[config.mk]
export PLATFORM = sky130hd
export DESIGN_NAME = button_op_encoder
export DESIGN_NICKNAME = d
export VERILOG_FILES = /design/src/rtl/game_pkg.sv /design/src/rtl/button_debouncer.sv /design/src/rtl/button_op_encoder.sv
export SDC_FILE = /design/constraint.sdc
export NUM_CORES = 1
export LEC_CHECK = 0
export ABC_AREA = 1
export CELL_PAD_IN_SITES_DETAIL_PLACEMENT = 1
export CELL_PAD_IN_SITES_GLOBAL_PLACEMENT = 1
export CORE_UTILIZATION = 51
export DETAILED_ROUTE_END_ITERATION = 12
export GPL_TIMING_DRIVEN = 0
export PLACE_DENSITY = 0.89
export SLEW_MARGIN = 40
export SYNTH_ARGS = -nofsm -noshare
export SYNTH_HDL_FRONTEND = slang
export SYNTH_HIERARCHICAL = 1
export SYNTH_SLANG_ARGS = --single-unit
[constraint.sdc]
create_clock -name clk -period 2.95 [get_ports clk]
set_clock_uncertainty 0.15 [all_clocks]
set_input_delay 0.4425 -clock clk [delete_from_list [all_inputs] [get_ports clk]]
set_output_delay 0.4425 -clock clk [all_outputs]
set_load 0.03 [all_outputs]
[src/rtl/game_pkg.sv]
// Operation codes shared between the button front end and the cursor/select stage.
package game_pkg;

  localparam int OP_W    = 3;
  localparam int NUM_BTN = 6;

  typedef enum logic [OP_W-1:0] {
    OP_NONE   = 3'd0,
    OP_SELECT = 3'd1,
    OP_CANCEL = 3'd2,
    OP_LEFT   = 3'd3,
    OP_RIGHT  = 3'd4,
    OP_UP     = 3'd5,
    OP_DOWN   = 3'd6
  } op_t;

endpackage

[src/rtl/button_debouncer.sv]
// One raw button: 2-flop synchroniser, debounce counter, stable level,
// press pulse and optional auto-repeat pulse train.
module button_debouncer
  import game_pkg::*;
#(
  parameter int DEBOUNCE_CYCLES = 1_000_000,
  parameter int REPEAT_DELAY    = 50_000_000,
  parameter int REPEAT_PERIOD   = 15_000_000,
  parameter int CNT_W           = 27,
  parameter bit REPEAT_EN       = 1'b0
) (
  input  logic clk,
  input  logic rst_n,
  input  logic btn_raw,
  output logic level,
  output logic event_pulse
);

  localparam logic [CNT_W-1:0] DEB_LAST = CNT_W'(DEBOUNCE_CYCLES - 1);
  localparam bit               REP_ON   = REPEAT_EN && (REPEAT_DELAY != 0);

  logic [1:0]       sync_q;
  logic             stable_q;
  logic             stable_d_q;
  logic [CNT_W-1:0] deb_cnt_q;
  logic             rep_fire;
  logic             rise;

  always_ff @(posedge clk or negedge rst_n) begin
    if (!rst_n) begin
      sync_q     <= 2'b00;
      stable_q   <= 1'b0;
      stable_d_q <= 1'b0;
      deb_cnt_q  <= '0;
    end else begin
      sync_q     <= {sync_q[0], btn_raw};
      stable_d_q <= stable_q;
      if (sync_q[1] == stable_q) begin
        deb_cnt_q <= '0;
      end else if (deb_cnt_q == DEB_LAST) begin
        stable_q  <= ~stable_q;
        deb_cnt_q <= '0;
      end else begin
        deb_cnt_q <= deb_cnt_q + 1'b1;
      end
    end
  end

  generate
    if (REP_ON) begin : g_repeat
      localparam logic [CNT_W-1:0] DLY_LAST = CNT_W'(REPEAT_DELAY - 1);
      localparam logic [CNT_W-1:0] PER_LAST = CNT_W'(REPEAT_PERIOD - 1);

      logic [CNT_W-1:0] rep_cnt_q;
      logic             rep_phase_q;
      logic             rep_fire_q;

      // rep_phase_q selects the period target once the first repeat has fired
      always_ff @(posedge clk or negedge rst_n) begin
        if (!rst_n) begin
          rep_cnt_q   <= '0;
          rep_phase_q <= 1'b0;
          rep_fire_q  <= 1'b0;
        end else if (!stable_q) begin
          rep_cnt_q   <= '0;
          rep_phase_q <= 1'b0;
          rep_fire_q  <= 1'b0;
        end else if (rep_cnt_q == (rep_phase_q ? PER_LAST : DLY_LAST)) begin
          rep_cnt_q   <= '0;
          rep_phase_q <= 1'b1;
          rep_fire_q  <= 1'b1;
        end else begin
          rep_cnt_q   <= rep_cnt_q + 1'b1;
          rep_fire_q  <= 1'b0;
        end
      end

      assign rep_fire = rep_fire_q;
    end else begin : g_no_repeat
      assign rep_fire = 1'b0;
    end
  endgenerate

  // Gating with stable_q drops a repeat that lands on the release edge
  assign rise        = stable_q & ~stable_d_q;
  assign event_pulse = rise | (rep_fire & stable_q);
  assign level       = stable_q;

endmodule

[src/rtl/button_op_encoder.sv]
// Six debounced buttons feeding a fixed-priority encoder and a registered
// one-cycle operation code.
module button_op_encoder
  import game_pkg::*;
#(
  parameter int DEBOUNCE_CYCLES = 1_000_000,
  parameter int REPEAT_DELAY    = 50_000_000,
  parameter int REPEAT_PERIOD   = 15_000_000,
  parameter int CNT_W           = 27
) (
  input  logic            clk,
  input  logic            rst_n,
  input  logic            btn_select,
  input  logic            btn_cancel,
  input  logic            btn_left,
  input  logic            btn_right,
  input  logic            btn_up,
  input  logic            btn_down,
  output logic [OP_W-1:0] operation,
  output logic [5:0]      btn_held
);

  logic [NUM_BTN-1:0] btn_raw;
  logic [NUM_BTN-1:0] btn_event;
  logic [NUM_BTN-1:0] btn_level;
  op_t                op_next;

  assign btn_raw = {btn_down, btn_up, btn_right, btn_left, btn_cancel, btn_select};

  // Bits 2..5 are the shift buttons and get auto-repeat
  for (genvar i = 0; i < NUM_BTN; i++) begin : g_btn
    button_debouncer #(
      .DEBOUNCE_CYCLES (DEBOUNCE_CYCLES),
      .REPEAT_DELAY    (REPEAT_DELAY),
      .REPEAT_PERIOD   (REPEAT_PERIOD),
      .CNT_W           (CNT_W),
      .REPEAT_EN       (i >= 2)
    ) u_deb (
      .clk         (clk),
      .rst_n       (rst_n),
      .btn_raw     (btn_raw[i]),
      .level       (btn_level[i]),
      .event_pulse (btn_event[i])
    );
  end

  always_comb begin
    op_next = OP_NONE;
    if      (btn_event[0]) op_next = OP_SELECT;
    else if (btn_event[1]) op_next = OP_CANCEL;
    else if (btn_event[2]) op_next = OP_LEFT;
    else if (btn_event[3]) op_next = OP_RIGHT;
    else if (btn_event[4]) op_next = OP_UP;
    else if (btn_event[5]) op_next = OP_DOWN;
  end

  always_ff @(posedge clk or negedge rst_n) begin
    if (!rst_n) begin
      operation <= OP_NONE;
    end else begin
      operation <= op_next;
    end
  end

  assign btn_held = btn_level;

endmodule

==> results by group <==
Die
  • I/O pin total: 17
  • DIE WIDTH: 189 um
  • Die Span Y: 189 um
  • Core ar.: 0.0345 mm2
  • Die area: 0.0358 mm2
  • Number of core rows: 68
  • Starting Density: 51.8%

Yosys
  • Number of enable flip-flop cells after synthesis: 0
  • Synthesized flop and latch total: 305
  • Post-synthesis cell count: 2,507
  • Synth cell types: 30
  • Most numerous cell in the Yosys netlist: nand2_1
  • Sequential cell area fraction in the yosys report: 42.7%
  • Syn Nets: 2,525
  • Top FF cell, synth: dfrtp_1
  • List of most frequent post-synthesis cells: nand2_1 (657), nor2_1 (586), dfrtp_1 (305), inv_1 (279), nand3_1 (188)
  • Top cells by area, synth: dfrtp_1 (43%), nand2_1 (14%), nor2_1 (12%)
  • Synth Warn #: 6
  • Synth top area share: 42.7%
  • Synthesized area per cell: 7.12 um2
  • Post-Syn Area: 0.0179 mm2
  • Fraction of registers with async set/reset: 100%
  • Area leader, netlist: dfrtp_1

Routing
  • DR pass1 iterations: 5
  • DRC: 0
  • Routed length per instance: 17.6 um
  • DR vias: 16,700
  • Drt initial violations: 939
  • WL final: 53.6 mm
  • Final ANT Viol Nets: 0
  • Avg Vias per Cell: 5.47

Global route
  • Overall Global Routing Usage: 31.1%
  • Largest net degree at the start of global routing: 69
  • Number of global-route vias before repair: 18,100
  • Global-route wire length before repair: 90.4 mm
  • Number of antenna violations at the first check in global routing: 0
  • Overflow left after global routing: 0

Timing
  • Slew HR: 46.9%
  • RSZ-0062 raised after global routing: no
  • Final setup fails: 0
  • Peak Freq: 0.414 GHz
  • WHS: 199 ps
  • Max-slew violations: 0
  • Final hold vios: 0
  • Final worst path period need: 2410 ps
  • Part of the cycle the worst path needs: 81.9%
  • Worst-Margin Slew: 790 ps

Placement
  • GPL Wtd Cong: 0.902
  • Placed cell count: 2,982
  • I/O Buffers: 16
  • Hpwl dp: 38.0 mm

Final layout
  • Layout cells sized above 1: 7.37%
  • Antenna Cells: 0
  • Filler instances: 4,433
  • Post-Route Utilization: 58.1%
  • Fin cells: 3,046
  • Nets@finish: 2,585
  • Area delta synth->final: 12.1%

Job
  • Max-cap violations: 0

Clock network
  • CTS clk-pin slew, worst paths: 60 ps
  • Setup repair bufs after CTS: 0
  • Worst-Skew Late Latency: 530 ps
  • Clk sinks: 305
  • Root Driver: clkbuf_16
  • Max clock buf depth: 3
  • H-tree depth: 2
  • CTS tree: yes
  • Num CTS Buffers: 37

Setup path
  • Buf/Inv on CP: 1
  • Crit-path max cell delay: 740 ps
  • Critical path class: register to output pin
  • Maximum fanout along the worst path: 5
  • Levels on crit path: 1
  • Top delay family on crit path: buffers and inverters
  • Endpoint type of the worst setup path: output pin
  • R2R cell count: 7
  • Worst path slowest cell: clkdlybuf4s50_1
  • Req. time, crit path: 2360 ps
  • Critical Path Source Type: register
  • Crit-path cells: clkdlybuf4s50_1
  • Crit path DAT: 1820 ps

Pwr
  • Final Total Pwr: 9.38 mW
  • Power Dens Cells: 469 mW/mm2
  • Maximum vdd drop: 0.513 mV
  • P_leak: 8.29 nW

Min path
  • Hold depth: 1
  • Worst min path class: input pin to register

Run status
  • Status: finished, final reports clean
[flip-flops by register name (all words and copies together), names as in the netlist]
name	cells
g_btn.u_deb/deb_cnt_q	162
g_btn.u_deb/g_repeat.rep_cnt_q	108
g_btn.u_deb/sync_q	12
g_btn.u_deb/level	6
g_btn.u_deb/stable_d_q	6
g_btn.u_deb/g_repeat.rep_fire_q	4
g_btn.u_deb/g_repeat.rep_phase_q	4
operation	3
[through the flow]
step	instance area, um2	setup TNS, ps	setup slack, ps
after floorplan	17900	0	1280
after global placement	18600	-3732990	-12290
after detailed placement	18700	0	695
after CTS	20000	0	525
after global routing	20000	0	496
final	20000	0	535
[cell type report]
class / count / area, um2 / share of cell area (%)
Buffer: 21 / 170 / 0.850
Tap cell: 455 / 569 / 2.85
Clock buffer: 46 / 1020 / 5.10
Sequential cell: 305 / 7630 / 38.1
Multi-Input combinational cell: 1892 / 8970 / 44.8
Clock inverter: 17 / 278 / 1.39
Timing Repair Buffer: 21 / 285 / 1.43
Inverter: 289 / 1080 / 5.42
[power by group]
group	leakage [nW]	total (mW)	switching, mW	internal (mW)
Sequential	4.22	4.24	0.0255	4.21
Clock	0.626	4.92	1.86	3.06
Combinational	3.44	0.222	0.163	0.0593
Total	8.29	9.38	2.04	7.33
[worst paths after layout]
path / slack [ps] / end / from
worst min register to register: 200 / g_btn[5].u_deb/sync_q[1]$_DFF_PN0_ / g_btn[5].u_deb/sync_q[0]$_DFF_PN0_
worst max-delay path: 540 / btn_held[1] / g_btn[1].u_deb/level$_DFFE_PN0P_
worst min-delay path: 200 / g_btn[4].u_deb/sync_q[0]$_DFF_PN0_ / btn_up
min in group asynchronous: 290 / g_btn[1].u_deb/deb_cnt_q[10]$_DFF_PN0_ / rst_n
max in group asynchronous: 1230 / g_btn[2].u_deb/sync_q[1]$_DFF_PN0_ / rst_n
worst max register to register: 640 / operation[2]$_DFF_PN0_ / g_btn[2].u_deb/level$_DFFE_PN0P_
[layer usage]
layer  share of wire (%)  vias up  GRT usage (%)
li1                    -     7910              -
met1                  42     8285           38.2
met2                  51      347           55.9
met3                 3.2      134           3.47
met4                 3.2        0           11.8
met5                   0        -              0
[cell usage in the layout, fill, tap and decap left out, drive strengths merged, types with 39 or more instances in the layout]
master / synthesis / routed
nand3: 192 / 192
nand4: 49 / 49
a21oi: 46 / 46
nand2: 682 / 682
xnor2: 39 / 39
dfrtp: 305 / 305
xor2: 103 / 103
nor2: 650 / 650
nor3: 81 / 81
inv: 289 / 289
clkbuf: 4 / 50
[cells by family (layout without fill, tap and decap cells)]
group / after synthesis / after routing / share of synthesized area, %
flops: 305 / 305 / 42.7
buf+inv: 310 / 394 / 7.03
xor+xnor: 142 / 142 / 7.05
simple gates: 1673 / 1673 / 40.5
compound gates: 67 / 67 / 1.94
fa+ha+maj: 10 / 10 / 0.701
[what timing repair did]
item	in CTS	in global routing
endpoints found under the hold margin	57	0
hold buffers	1	0
resized for setup	0	0
[worst register-to-register path: stages, from the launching register on]
cell	delay, ps
dfrtp_1	400
buf_4	180
inv_1	100
clkbuf_1	520
o21ai_0	390
nor2_2	220
nand2_1	70
nor2_1	180
No activity file was read; power rests on OpenSTA's default activity.
